--- src/rtl/dcache_resp.sv ---
// Data-side memory responder: serializes LSB load/store requests into byte accesses on the shared RAM port.
// Latency: load done at grant+len+1, store done at grant+len (plus cycles without grant, IO stalls, en=0).
// Backpressure: holds on mem_gnt_i low, iob_full_i high (IO stores) and en low; optional DC_PERF_CNT_EN adds counters.

`ifndef DAT_W
`define DAT_W 32
`endif
`ifndef OP_W
`define OP_W 4
`endif
`ifndef LB
`define LB  4'd0
`define LH  4'd1
`define LW  4'd2
`define LBU 4'd4
`define LHU 4'd5
`define SB  4'd8
`define SH  4'd9
`define SW  4'd10
`endif

module dcache_resp #(
    parameter logic [`DAT_W-1:0] IO_BASE = 32'h0003_0000,
    parameter int                PERF_W  = 32
) (
    input  logic              clk,
    input  logic              rst,
    input  logic              en,
    input  logic              lsb_en_i,
    input  logic              lsb_rwen_i,
    input  logic [`OP_W-1:0]  lsb_op_i,
    input  logic [2:0]        lsb_len_i,
    input  logic [`DAT_W-1:0] lsb_adr_i,
    input  logic [`DAT_W-1:0] lsb_dat_i,
    output logic              lsb_en_o,
    output logic [`DAT_W-1:0] lsb_dat_o,
    input  logic              br_flag,
    output logic              mem_req_o,
    input  logic              mem_gnt_i,
    output logic [`DAT_W-1:0] mem_a_o,
    output logic [7:0]        mem_dout_o,
    output logic              mem_wr_o,
    input  logic [7:0]        mem_din_i,
    input  logic              iob_full_i,
    output logic [PERF_W-1:0] perf_ld_o,
    output logic [PERF_W-1:0] perf_st_o,
    output logic [PERF_W-1:0] perf_stall_o
);

    localparam int DW = `DAT_W;

    typedef enum logic [2:0] {S_IDLE, S_WAIT_GNT, S_RD, S_WR, S_DONE} state_t;

    state_t            r_state, w_next;
    logic [`OP_W-1:0]  r_op;
    logic              r_store;
    logic [2:0]        r_len;
    logic [DW-1:0]     r_adr, r_dat, r_buf, r_dat_o;
    logic [2:0]        r_cnt;
    logic              r_cap_vld;
    logic [1:0]        r_cap_idx;

    logic              w_busy, w_io_blk, w_abort, w_issue, w_last_issue;
    logic              w_cap, w_cap_last, w_accept, w_done_pulse;
    logic [2:0]        w_len_in;
    logic [DW-1:0]     w_raw, w_ext;

    assign w_len_in     = (lsb_len_i == 3'd1) ? 3'd1 : (lsb_len_i == 3'd2) ? 3'd2 : 3'd4;
    assign w_busy       = (r_state == S_WAIT_GNT) || (r_state == S_RD) || (r_state == S_WR);
    assign w_io_blk     = r_store && (r_adr >= IO_BASE) && iob_full_i;
    // Only loads may be flushed; stores must complete because the LSB has already retired them.
    assign w_abort      = br_flag && !r_store && ((r_state == S_WAIT_GNT) || (r_state == S_RD));
    assign w_issue      = en && w_busy && mem_gnt_i && (r_cnt < r_len) && !w_io_blk && !w_abort;
    assign w_last_issue = w_issue && (r_cnt == r_len - 3'd1);
    // Read capture is independent of grant: the address already went out the cycle before.
    assign w_cap        = en && r_cap_vld;
    assign w_cap_last   = w_cap && ({1'b0, r_cap_idx} == r_len - 3'd1);
    assign w_accept     = en && (r_state == S_IDLE) && lsb_en_i && !br_flag;
    // Pulse gated by en so a frozen DONE cycle is reported once, when the pipeline moves again.
    assign w_done_pulse = en && (r_state == S_DONE) && !(br_flag && !r_store);

    // Merge the incoming RAM byte into the assembly buffer at its little-endian lane.
    always_comb begin
        w_raw = r_buf;
        w_raw[{r_cap_idx, 3'b000} +: 8] = mem_din_i;
    end

    // Sign/zero extension of the assembled load data by opcode.
    always_comb begin
        case (r_op)
            `LB:     w_ext = {{(DW-8){w_raw[7]}}, w_raw[7:0]};
            `LBU:    w_ext = {{(DW-8){1'b0}}, w_raw[7:0]};
            `LH:     w_ext = {{(DW-16){w_raw[15]}}, w_raw[15:0]};
            `LHU:    w_ext = {{(DW-16){1'b0}}, w_raw[15:0]};
            default: w_ext = w_raw;
        endcase
    end

    // FSM state register.
    always_ff @(posedge clk) begin
        if (rst) r_state <= S_IDLE;
        else     r_state <= w_next;
    end

    // Next-state and memory-port outputs.
    always_comb begin
        w_next     = r_state;
        mem_req_o  = w_busy;
        mem_wr_o   = w_issue && r_store;
        mem_dout_o = 8'h00;
        mem_a_o    = '0;
        lsb_en_o   = w_done_pulse;
        if (w_issue && r_store)
            mem_dout_o = r_dat[{r_cnt[1:0], 3'b000} +: 8];
        // While frozen with a read capture pending, repeat its address so the byte is re-sampled on resume.
        if (w_busy)
            mem_a_o = (!en && r_cap_vld) ? r_adr + DW'(r_cap_idx) : r_adr + DW'(r_cnt);
        if (en) begin
            case (r_state)
                S_IDLE:     if (lsb_en_i && !br_flag) w_next = S_WAIT_GNT;
                S_WAIT_GNT: begin
                    if (w_abort)           w_next = S_IDLE;
                    else if (mem_gnt_i) begin
                        if (!r_store)          w_next = S_RD;
                        else if (w_last_issue) w_next = S_DONE;
                        else                   w_next = S_WR;
                    end
                end
                S_RD:       if (w_abort) w_next = S_IDLE; else if (w_cap_last) w_next = S_DONE;
                S_WR:       if (w_last_issue) w_next = S_DONE;
                S_DONE:     w_next = S_IDLE;
                default:    w_next = S_IDLE;
            endcase
        end
    end

    // Request latch, byte counter, read capture and result register.
    always_ff @(posedge clk) begin
        if (rst) begin
            r_op      <= '0;
            r_store   <= 1'b0;
            r_len     <= 3'd0;
            r_adr     <= '0;
            r_dat     <= '0;
            r_buf     <= '0;
            r_dat_o   <= '0;
            r_cnt     <= 3'd0;
            r_cap_vld <= 1'b0;
            r_cap_idx <= 2'd0;
        end else if (w_accept) begin
            r_op      <= lsb_op_i;
            r_store   <= lsb_rwen_i;
            r_len     <= w_len_in;
            r_adr     <= lsb_adr_i;
            r_dat     <= lsb_dat_i;
            r_buf     <= '0;
            r_cnt     <= 3'd0;
            r_cap_vld <= 1'b0;
        end else if (en) begin
            if (w_issue) r_cnt <= r_cnt + 3'd1;
            r_cap_vld <= w_issue && !r_store;
            r_cap_idx <= r_cnt[1:0];
            if (w_cap) r_buf <= w_raw;
            if (w_cap_last && !w_abort)      r_dat_o <= w_ext;
            else if (w_last_issue && r_store) r_dat_o <= '0;
        end
    end

    assign lsb_dat_o = r_dat_o;

`ifdef DC_PERF_CNT_EN
    logic [PERF_W-1:0] r_perf_ld, r_perf_st, r_perf_stall;
    logic              w_stall;

    // A stall is a cycle waiting for grant or a granted IO store blocked by a full IO buffer.
    assign w_stall = en && (((r_state == S_WAIT_GNT) && !mem_gnt_i) ||
                            (w_busy && mem_gnt_i && (r_cnt < r_len) && w_io_blk));

    // Free-running wrap-around performance counters.
    always_ff @(posedge clk) begin
        if (rst) begin
            r_perf_ld    <= '0;
            r_perf_st    <= '0;
            r_perf_stall <= '0;
        end else begin
            if (w_done_pulse && !r_store) r_perf_ld <= r_perf_ld + 1'b1;
            if (w_done_pulse && r_store)  r_perf_st <= r_perf_st + 1'b1;
            if (w_stall)                  r_perf_stall <= r_perf_stall + 1'b1;
        end
    end

    assign perf_ld_o    = r_perf_ld;
    assign perf_st_o    = r_perf_st;
    assign perf_stall_o = r_perf_stall;
`else
    assign perf_ld_o    = '0;
    assign perf_st_o    = '0;
    assign perf_stall_o = '0;
`endif

endmodule
--- config.mk ---
export PLATFORM = sky130hd
export DESIGN_NAME = dcache_resp
export DESIGN_NICKNAME = d
export VERILOG_FILES = /design/src/rtl/dcache_resp.sv
export SDC_FILE = /design/constraint.sdc
export NUM_CORES = 1
export LEC_CHECK = 0
export BUFFER_PORTS_ARGS = -buffer_cell sky130_fd_sc_hd__buf_2
export CAP_MARGIN = 20
export CORE_AREA = 8 8 142 144
export CTS_CLUSTER_DIAMETER = 60
export DETAILED_ROUTE_END_ITERATION = 10
export DIE_AREA = 0 0 150 152
export PLACE_DENSITY = 0.69
export SLEW_MARGIN = 10
export SYNTH_ARGS = -nofsm -noshare
export SYNTH_HDL_FRONTEND = slang
export SYNTH_SLANG_ARGS = --single-unit
export TNS_END_PERCENT = 1
--- constraint.sdc ---
create_clock -name clk -period 6.5 [get_ports clk]
set_input_delay 0.65 -clock clk [delete_from_list [all_inputs] [get_ports clk]]
set_output_delay 0.65 -clock clk [all_outputs]
set_load 0.02 [all_outputs]
==> metrics, run 1 <==
outcome finished, final reports clean; Worst-path clk slew 0.06 ns; reg-to-reg critical path startpoint r_cnt[1]; finished layout cell area 9030 um^2; Port Buf Inserts around 160; DIE AREA 22800 um^2; CP Class flip-flop to primary output; first-pass GRT wire length 33.07 mm; Min-Delay Startpoint r_dat[23]; pins over their slew limit 0; Cell variety after synth 65; synthesized area per cell 7.998 um^2; number of buffers inserted by post-CTS setup repair 0; Placement Cell Area 8467 um^2; Synth Area in Adders 0.02302; mux share of post-synthesis cell area 0.02649; clock latency on the worst-skew pair 0.42 ns; P_sw 0.5731 mW; clock share of power 0.429; number of hold buffers added after CTS 0; Final GP Congestion 0.8944; routed vias slightly below 7000; Overflow after GRT 0; xor and xnor area share after synthesis 0.02713; final-layout fill cell count 1751; Die Y 152 um; number of flops mapped to enable cells by yosys 0; final setup vio count 0; reg-to-reg endpoint lsb_dat_o[14]; combinational power share 0.124; CTS tree done; overall routed net length between 20 and 25 mm; IO Pins between 200 and 300; Syn Inst Count 992; max cap viols 0; worst min-delay path endpoint r_dat[23]; crit end category primary output; Initial Util 0.4462; CTS H-tree depth 4; fmax 0.2467 GHz; vias in the first global route 6558; worst r2r path cells 8; Startpoint Class flip-flop; setup ws final around 2.4 ns; CP Max Fanout 13; drt first pass iters 5; Hold Crit Depth 2; Core Rows between 40 and 50; Synth Area in Simple Gates 0.2228; Yosys warning total 0; post-synthesis async set-or-reset flop share 0; Layout Area Growth over Synthesis 13.81%; Mapped Area between 7000 and 8000 um^2; initial drt markers 404; maximum number of pins on one net before global-route repair 74; Leakage between 3 and 4 nW; worst vdd rail ir drop around 0.19 mV; worst slack, placed between 2 and 2.5 ns; sequential-to-total area share from yosys stat 0.3659; Die W around 150 um; DR WL/cell 15.10 um; RSZ-0062 raised after global routing no; #FFs+latches synth between 100 and 150; CTS Buffer Depth 2; r2r setup slk 3.49 ns; TritonCTS Sinks 145; layout cells sized above 1 0.1931; area of the core 17780 um^2; period utilisation layout 0.6237; post_cts resized 0; GRT Total Usage 0.1753; Clock Tree Root clkbuf_16; Slew @ Worst Pin 0.9936 ns; predominant post-synthesis flop cell dfxtp_1; Post-DRT Antenna Nets 0; placed cell count 1330; Pwr Density 231.7 nW/um^2; largest family of logic cells by synthesized area simple AND/OR/NAND/NOR gates; sw frac 0.2739; DPL Wire Length 15.30 mm; cts bufs inserted 17; Final Net Count about 1200; Worst slew margin 0.3325; WP data required 5.85 ns; final std cells w/o fill 1363; initial antenna violation count 1; Crit path arrival time 3.40 ns; min Tclk post-route just over 4 ns; Max Clock Skew 0.01367 ns; endpoints failing hold 0; Compound-Gate Fraction of Synth Area 0.2031; Setup TNS Final 0 ns; n_diodes 0; DR vias/cell 5.049; part of the power in registers 0.447; post-route DRC violation count 0; worst hold path class flip-flop to flip-flop; internal power 1.519 mW
## through the flow
step           total power, mW  utilization  hold WS (ns)
2_1_floorplan            1.182            -        0.4331
3_3_place_gp             1.209       0.4762        0.4409
3_5_place_dp             1.211       0.4762        0.4451
4_1_cts                  2.115       0.5066        0.4467
5_1_grt                  2.185       0.5079        0.4578
6_report                 2.092       0.5079        0.4515
## layout by cell type, fill, tap and decap left out, types with 13 or more instances in the layout
cell / synthesis / final
nand2_1: 165 / 165
buf_2: 5 / 161
dfxtp_1: 145 / 145
a21oi_1: 126 / 126
conb_1: 1 / 96
nor2_1: 71 / 71
nor2b_1: 36 / 36
o21ai_0: 35 / 35
a22o_1: 24 / 24
a22oi_1: 23 / 23
clkbuf_16: 0 / 17
inv_1: 16 / 16
and2_1: 15 / 15
xnor2_1: 14 / 14
a211oi_1: 13 / 13
ha_1: 13 / 13
## synth_stat cells (13+ instances only)
cell type	n	area (um^2)
ha_1	13	162.7
a211oi_1	13	97.59
nor2_1	71	266.5
dfxtp_1	145	2903
xnor2_1	14	122.6
a21oi_1	126	630.6
nand2_1	165	619.3
clkbuf_1	44	165.2
and2_1	15	93.84
a22oi_1	23	172.7
nor2b_1	36	225.2
inv_1	16	60.06
o21ai_0	35	175.2
a22o_1	24	210.2
buf_4	97	728.2
## registers in the layout, indices dropped and copies added, names as in the netlist, 2 cells and up
signal     cells
r_cap_idx      2
r_adr         32
r_state        3
r_cnt          3
r_op           4
lsb_dat_o     32
r_buf         32
r_len          3
r_dat         32
## power by group through the flow
| stage | combinational, mW | sequential, mW | clock (mW) |
|---|---|---|---|
| 3_5_place_dp | 0.256 | 0.955 | 0 |
| 4_1_cts | 0.257 | 0.935 | 0.923 |
| 2_1_floorplan | 0.240 | 0.942 | 0 |
| 3_3_place_gp | 0.255 | 0.954 | 0 |
| 5_1_grt | 0.287 | 0.939 | 0.959 |
| 6_report | 0.260 | 0.936 | 0.897 |
## worst max-delay path, stage by stage (launching register included)
cell,delay [ns]
dfxtp_1,0.81
nand2_1,0.09
o21ai_0,0.11
ha_1,0.20
inv_1,0.06
fa_1,0.37
nor2b_1,0.23
o2111ai_1,0.19
buf_4,0.23
nor2_1,0.21
a31oi_1,0.12
a41o_1,0.21
buf_2,0.15
## area by class of cell
cell class                 instances  area, um^2  area share
inverter                          18       72.57    0.008037
clock buffer                      22       454.2     0.05030
sequential                       145        2903      0.3215
multi-input combinational        771        4354      0.4822
tap                              229       286.5     0.03173
timing repair buffer             169       873.3     0.09672
clock inverter                     9       86.33    0.009561
## cells by family after synthesis
family	after synthesis
and+or+nand+nor	371
AOI/OAI and AO/OA	256
buffers and inverters	171
DFF	145
xor gates and xnor gates	23
adders and majority gates	14
muxes	11
other	1
## how the worst max path moves through the flow
stage          startpoint          end
2_1_floorplan    r_cnt[0]  mem_a_o[20]
3_5_place_dp           en  mem_a_o[16]
4_1_cts          r_cnt[0]  mem_a_o[16]
5_1_grt          r_cnt[0]  mem_a_o[30]
3_3_place_gp           en  mem_a_o[20]
6_report         r_cnt[0]  mem_a_o[30]
## layer usage
metal,global-route usage,part of all wire
met4,0.06048,0.020
met2,0.2826,0.47
met5,0,0.00049
met1,0.2209,0.44
met3,0.04604,0.070
Note: power is estimated with default switching activity, not from simulation.
==> run 2: changes to the inputs <==
PLACE_DENSITY = 0.71   (was 0.69)
clock period = 3.55 ns   (was 6.5 ns; I/O delays follow)
==> run 2 against run 1 <==
  * First-iteration DRC count up 15%
  * Core utilization up 0.87 points
  * Sequential cell count unchanged
  * Cell count up 0.81%
  * Combinational power up 87%
  * Hold slack worse by 0.28 ns
  * Worst setup slack worse by 2.2 ns
  * Die area unchanged
  * Final area up 1.7%
  * Via count up 2.2%
  * Count of clock-buffer cells in the layout down 3
  * Critical path type unchanged
  * Largest power group is now clock
==> metrics, run 2 (synthesis results as in run 1) <==
outcome finished, final reports clean; CTS tree done; worst hold path class input pin to flip-flop; DIE AREA 22800 um^2 (unchanged); Setup TNS Final 0 ns (unchanged); initial antenna violation count 1 (unchanged); final-layout fill cell count 1758 (+0.40%); fmax about 0.3 GHz; RSZ-0062 raised after global routing no; Layout Area Growth over Synthesis 15.77%; DR vias/cell 5.118 (+1.4%); cts bufs inserted 17 (unchanged); final setup vio count 0 (unchanged); crit end category primary output; min Tclk post-route 3.258 ns; max cap viols 0 (unchanged); Port Buf Inserts 161 (unchanged); CP Max Fanout 14 (+1); vias in the first global route 6735 (+2.7%); DR top layer met5; maximum number of pins on one net before global-route repair 74 (unchanged); clock latency on the worst-skew pair 0.42 ns (about the same); Worst-path clk slew 0.06 ns (about the same); post-route DRC violation count 0 (unchanged); commonest non-fill, non-tap cell in the layout nand2_1; met2 WL post-DR 10.08 mm (+4.4%); layout cells sized above 1 0.2079 (+0.01474); Overflow after GRT 0 (unchanged); Die Y 152 um (unchanged); part of the power in registers 0.424 (-0.023); TritonCTS Sinks 145 (unchanged); initial drt markers 463 (+15%); period utilisation layout 0.9177; Leakage 3.749 nW (+2.3%); overall routed net length 21.23 mm (+3.2%); met3 WL post-DR 1.683 mm (+18%); pins over their slew limit 0 (unchanged); number of hold buffers added after CTS 0 (unchanged); Clock Tree Root clkbuf_16; P_sw 1.087 mW (+90%); worst vdd rail ir drop 0.3541 mV (+85%); GRT Total Usage 0.1833 (+0.008068); endpoints failing hold 0 (unchanged); Core Rows 49 (unchanged); M1 WL 9.174 mm (+1.2%); total power 4.037 mW (+93%); most frequent cells in the layout nand2_1, buf_2, dfxtp_1; Slew @ Worst Pin 0.8697 ns (-0.1238 ns); clock share of power 0.455 (+0.026); internal power 2.950 mW (+94%); first-pass GRT wire length 34.48 mm (+4.3%); Final GP Congestion 0.8912 (-0.36%); drt first pass iters 6 (+1); CTS H-tree depth 4 (unchanged); WP data required 3.19 ns (-2.66 ns); Startpoint Class flip-flop; IO Pins 258 (unchanged); Pwr Density 439.5 nW/um^2 (+90%); Max Clock Skew 0.007954 ns (-0.005718 ns); Initial Util 0.4462 (unchanged); combinational power share 0.120 (-0.004); area of the core 17780 um^2 (unchanged); DPL Wire Length 15.66 mm (+2.3%); DR WL/cell 15.45 um (+2.3%); routed vias 7032 (+2.2%); Final Net Count 1233 (+0.82%); n_diodes 0 (unchanged); CTS Buffer Depth 2 (unchanged); Crit path arrival time 2.90 ns (-0.50 ns); Post-DRT Antenna Nets 0 (unchanged); Worst slew margin 0.4202 (+0.08764); Die W 150 um (unchanged); sw frac 0.2692 (-0.004686); CP Class flip-flop to primary output
==> run 2: timing repair <==
| item | in CTS | in global routing |
|---|---|---|
| resized for setup | 1 | 6 |
| buffers inserted | 0 | 2 |
| setup endpoints to repair | 1 | 10 |
==> run 2: stage by stage <==
stage | instances | setup slack (ns) | cell area (um^2) | hold WS (ns) | utilization
floorplan | 1087 | 0.2737 | 8290 | 0.4331 | -
global placement | 1339 | 0.4987 | 8534 | 0.4404 | 0.4800
detailed placement | 1339 | 0.3893 | 8534 | 0.4445 | 0.4800
CTS | 1371 | 0.08624 | 9148 | 0.1553 | 0.5145
global route | 1374 | 0.02789 | 9185 | 0.1614 | 0.5166
finish | 1374 | 0.2923 | 9185 | 0.1699 | 0.5166
==> run 2: per-layer routing <==
| metal | GRT usage | vias to the layer above |
|---|---|---|
| met2 | 0.2983 | 251 |
| li1 | - | 3523 |
| met1 | 0.2310 | 3233 |
| met5 | 0 | - |
| met3 | 0.04930 | 23 |
| met4 | 0.05571 | 2 |
==> run 2: final cells by class <==
type | instances | area (um^2) | share of cell area
clock buffers | 19 | 452.9 | 0.04931
multi-input cells | 771 | 4359 | 0.4746
repair buffers | 179 | 944.7 | 0.1028
inverters | 18 | 76.32 | 0.008309
well taps | 229 | 286.5 | 0.03119
flip-flops and latches | 145 | 2907 | 0.3164
clock inverters | 13 | 158.9 | 0.01730
==> run 2: power groups by stage <==
stage	combinational [mW]	sequential (mW)	clock (mW)
CTS	0.480	1.71	1.88
finish	0.485	1.71	1.84
floorplan	0.440	1.72	0
global placement	0.474	1.75	0
detailed placement	0.478	1.75	0
global route	0.535	1.72	1.95
==> run 2: path summary, 6_finish.rpt <==
kind	startpoint	endpoint	slack [ns]	depth (start not counted)
max	r_cap_idx[0]	mem_a_o[20]	0.29	11
min	lsb_dat_i[21]	r_dat[21]	0.17	3
max reg2reg	r_adr[18]	lsb_dat_o[16]	0.83	7
min reg2reg	r_dat[22]	r_dat[22]	0.45	2
==> run 2: critical path, cell delays in order, from the launching register on <==
cell and delay [ns]:
dfxtp_4 0.39, clkinvlp_4 0.12, o21ai_1 0.16, ha_1 0.19, inv_1 0.06, fa_1 0.39
nor2b_2 0.18, o2111ai_1 0.11, buf_4 0.20, or3_1 0.35, a21oi_1 0.15, buf_2 0.18
==> run 3: changes to the inputs <==
CTS_BUF_LIST = sky130_fd_sc_hd__clkbuf_4 sky130_fd_sc_hd__clkbuf_8   (was not set)
==> run 3 against run 2 <==
  * Combinational power barely moved
  * Register-to-register slack got worse by 0.03 ns
  * Global-route usage fell by 0.063 points
  * Non-clock buffer count rose by 1
  * Clock skew rose by 0.0066 ns
  * Core utilization fell by 1.0 points
  * Critical endpoint unchanged
  * Worst setup slack got worse by 0.035 ns
  * Critical path type unchanged
  * First-iteration DRC count fell by 4.5%
  * Final area fell by 2.0%
  * Sequential cell count did not move
  * Clock power fell by 26%
==> metrics, run 3 (synthesis results as in run 1) <==
outcome finished, final reports clean; most frequent cells in the layout nand2_1, buf_2, dfxtp_1; r2r setup slk 0.80 ns (-0.03 ns); Post-DRT Antenna Nets 0 (unchanged); area of the core 17780 um^2 (unchanged); final setup vio count 0 (unchanged); DIE AREA 22800 um^2 (unchanged); Slew @ Worst Pin 0.8816 ns (+0.01183 ns); n_diodes 0 (unchanged); final-layout fill cell count 1771 (+0.74%); Setup TNS Final 0 ns (unchanged); DR vias/cell 5.122 (about the same); setup ws final 0.2570 ns (-0.03527 ns); cts bufs inserted 17 (unchanged); finished layout cell area 9001 um^2 (-2.0%); Min-Delay Startpoint lsb_dat_i[21]; period utilisation layout 0.9276 (+0.009934); worst min-delay path endpoint r_dat[21]; endpoints failing hold 0 (unchanged); Startpoint Class flip-flop; number of hold buffers added after CTS 0 (unchanged); pins over their slew limit 0 (unchanged); WP data required 3.19 ns (about the same); Die Y 152 um (unchanged); post-route DRC violation count 0 (unchanged); final std cells w/o fill 1375 (+0.073%); min Tclk post-route 3.293 ns (+0.03527 ns); Leakage 3.667 nW (-2.2%); Port Buf Inserts 161 (unchanged); CP Max Fanout 14 (unchanged); Final GP Congestion 0.8912 (unchanged); DR top layer met5; reg-to-reg critical path startpoint r_adr[18]; CTS tree done; overall routed net length 21.26 mm (+0.11%); Crit path arrival time 2.94 ns (+0.04 ns); Overflow after GRT 0 (unchanged); commonest non-fill, non-tap cell in the layout nand2_1; Final Net Count 1234 (+0.081%); Layout Area Growth over Synthesis 13.45%; clock latency on the worst-skew pair 0.45 ns (+0.03 ns); initial antenna violation count 1 (unchanged); IO Pins 258 (unchanged); worst r2r path cells 7 (unchanged); CTS H-tree depth 4 (unchanged); DR WL/cell 15.46 um (about the same); vias in the first global route 6719 (-0.24%); TritonCTS Sinks 145 (unchanged); worst slack, placed 0.3893 ns (unchanged); Placement Cell Area 8534 um^2 (unchanged); Worst slew margin 0.4123 (-0.007887); M1 WL 9.285 mm (+1.2%); worst vdd rail ir drop 0.3391 mV (-4.2%); GRT Total Usage 0.1827 (-0.0006319); Max Clock Skew 0.01456 ns (+0.006603 ns); Core Rows 49 (unchanged); met2 WL post-DR 10.07 mm (-0.15%); placed cell count 1339 (unchanged); CTS Buffer Depth 2 (unchanged); CP Class flip-flop to primary output; Die W 150 um (unchanged); Pwr Density 395.9 nW/um^2 (-9.9%); drt first pass iters 5 (-1); first-pass GRT wire length 34.29 mm (-0.56%); maximum number of pins on one net before global-route repair 74 (unchanged); fmax 0.3037 GHz (-1.1%); DPL Wire Length 15.66 mm (unchanged); Hold Crit Depth 3 (unchanged); Worst-path clk slew 0.08 ns (+0.02 ns); met3 WL post-DR 1.631 mm (-3.1%); Clock Tree Root clkbuf_8; Initial Util 0.4462 (unchanged); reg-to-reg endpoint lsb_dat_o[16]; crit end category primary output; initial drt markers 442 (-4.5%); max cap viols 0 (unchanged); worst hold path class input pin to flip-flop; layout cells sized above 1 0.2086 (+0.0006912); routed vias 7043 (+0.16%)
[run 3: changes by cell type in the layout (fill, tap and decap cells not counted), sizes merged]
| cell | previous run | this run |
|---|---|---|
| buf | 179 | 180 |
[run 3: repair_timing]
action / 4_1_cts / 5_1_grt
gates resized for setup: 1 / 6
pin swaps: 0 / 0
buffers inserted: 0 / 3
endpoints found under the setup margin: 6 / 10
[run 3: worst max-delay path, cell delays in order, from the launching register on]
cell	delay, ns
dfxtp_4	0.40
clkinvlp_4	0.12
o21ai_1	0.16
ha_1	0.19
inv_1	0.05
fa_1	0.40
nor2b_2	0.17
o2111ai_1	0.11
buf_4	0.20
or3_1	0.35
a21oi_1	0.15
buf_2	0.18
[run 3: worst max-delay path by stage]
stage / endpoint / start / slack [ns] / depth (start not counted)
6_report: mem_a_o[20] / r_cap_idx[0] / 0.26 / 11
5_1_grt: mem_a_o[14] / r_cap_idx[0] / -0.02 / 11
4_1_cts: mem_a_o[30] / r_cap_idx[0] / 0.03 / 12
3_5_place_dp: mem_a_o[30] / en / 0.39 / 13
3_3_place_gp: mem_a_o[30] / en / 0.50 / 13
2_1_floorplan: mem_a_o[20] / r_cnt[0] / 0.27 / 11
[run 3: metal layers]
metal / vias to the layer above / global-route usage
li1: 3533 / -
met1: 3234 / 0.2288
met2: 252 / 0.2966
met3: 22 / 0.05673
met4: 2 / 0.04857
met5: - / 0
[run 3: report_power, final]
group | total, mW | switching (mW) | internal (mW) | leakage [nW]
Sequential | 1.71 | 0.0470 | 1.66 | 1.17
Combinational | 0.486 | 0.344 | 0.142 | 2.29
Clock | 1.37 | 0.636 | 0.732 | 0.208
[run 3: area by class of cell]
class / instances / area, um^2 / area share
Inverter: 18 / 76.32 / 0.008479
Clock buffer: 19 / 261.5 / 0.02905
Sequential cell: 145 / 2907 / 0.3229
Tap cell: 229 / 286.5 / 0.03183
Clock inverter: 13 / 158.9 / 0.01765
Timing Repair Buffer: 180 / 952.2 / 0.1058
Multi-Input combinational cell: 771 / 4359 / 0.4843
[run 3: through the flow]
step / utilization / hold WS, ns / power (mW)
2_1_floorplan: - / 0.4331 / 2.165
3_3_place_gp: 0.4800 / 0.4404 / 2.221
3_5_place_dp: 0.4800 / 0.4445 / 2.226
4_1_cts: 0.5037 / 0.09334 / 3.608
5_1_grt: 0.5063 / 0.09760 / 3.744
6_report: 0.5063 / 0.1345 / 3.564
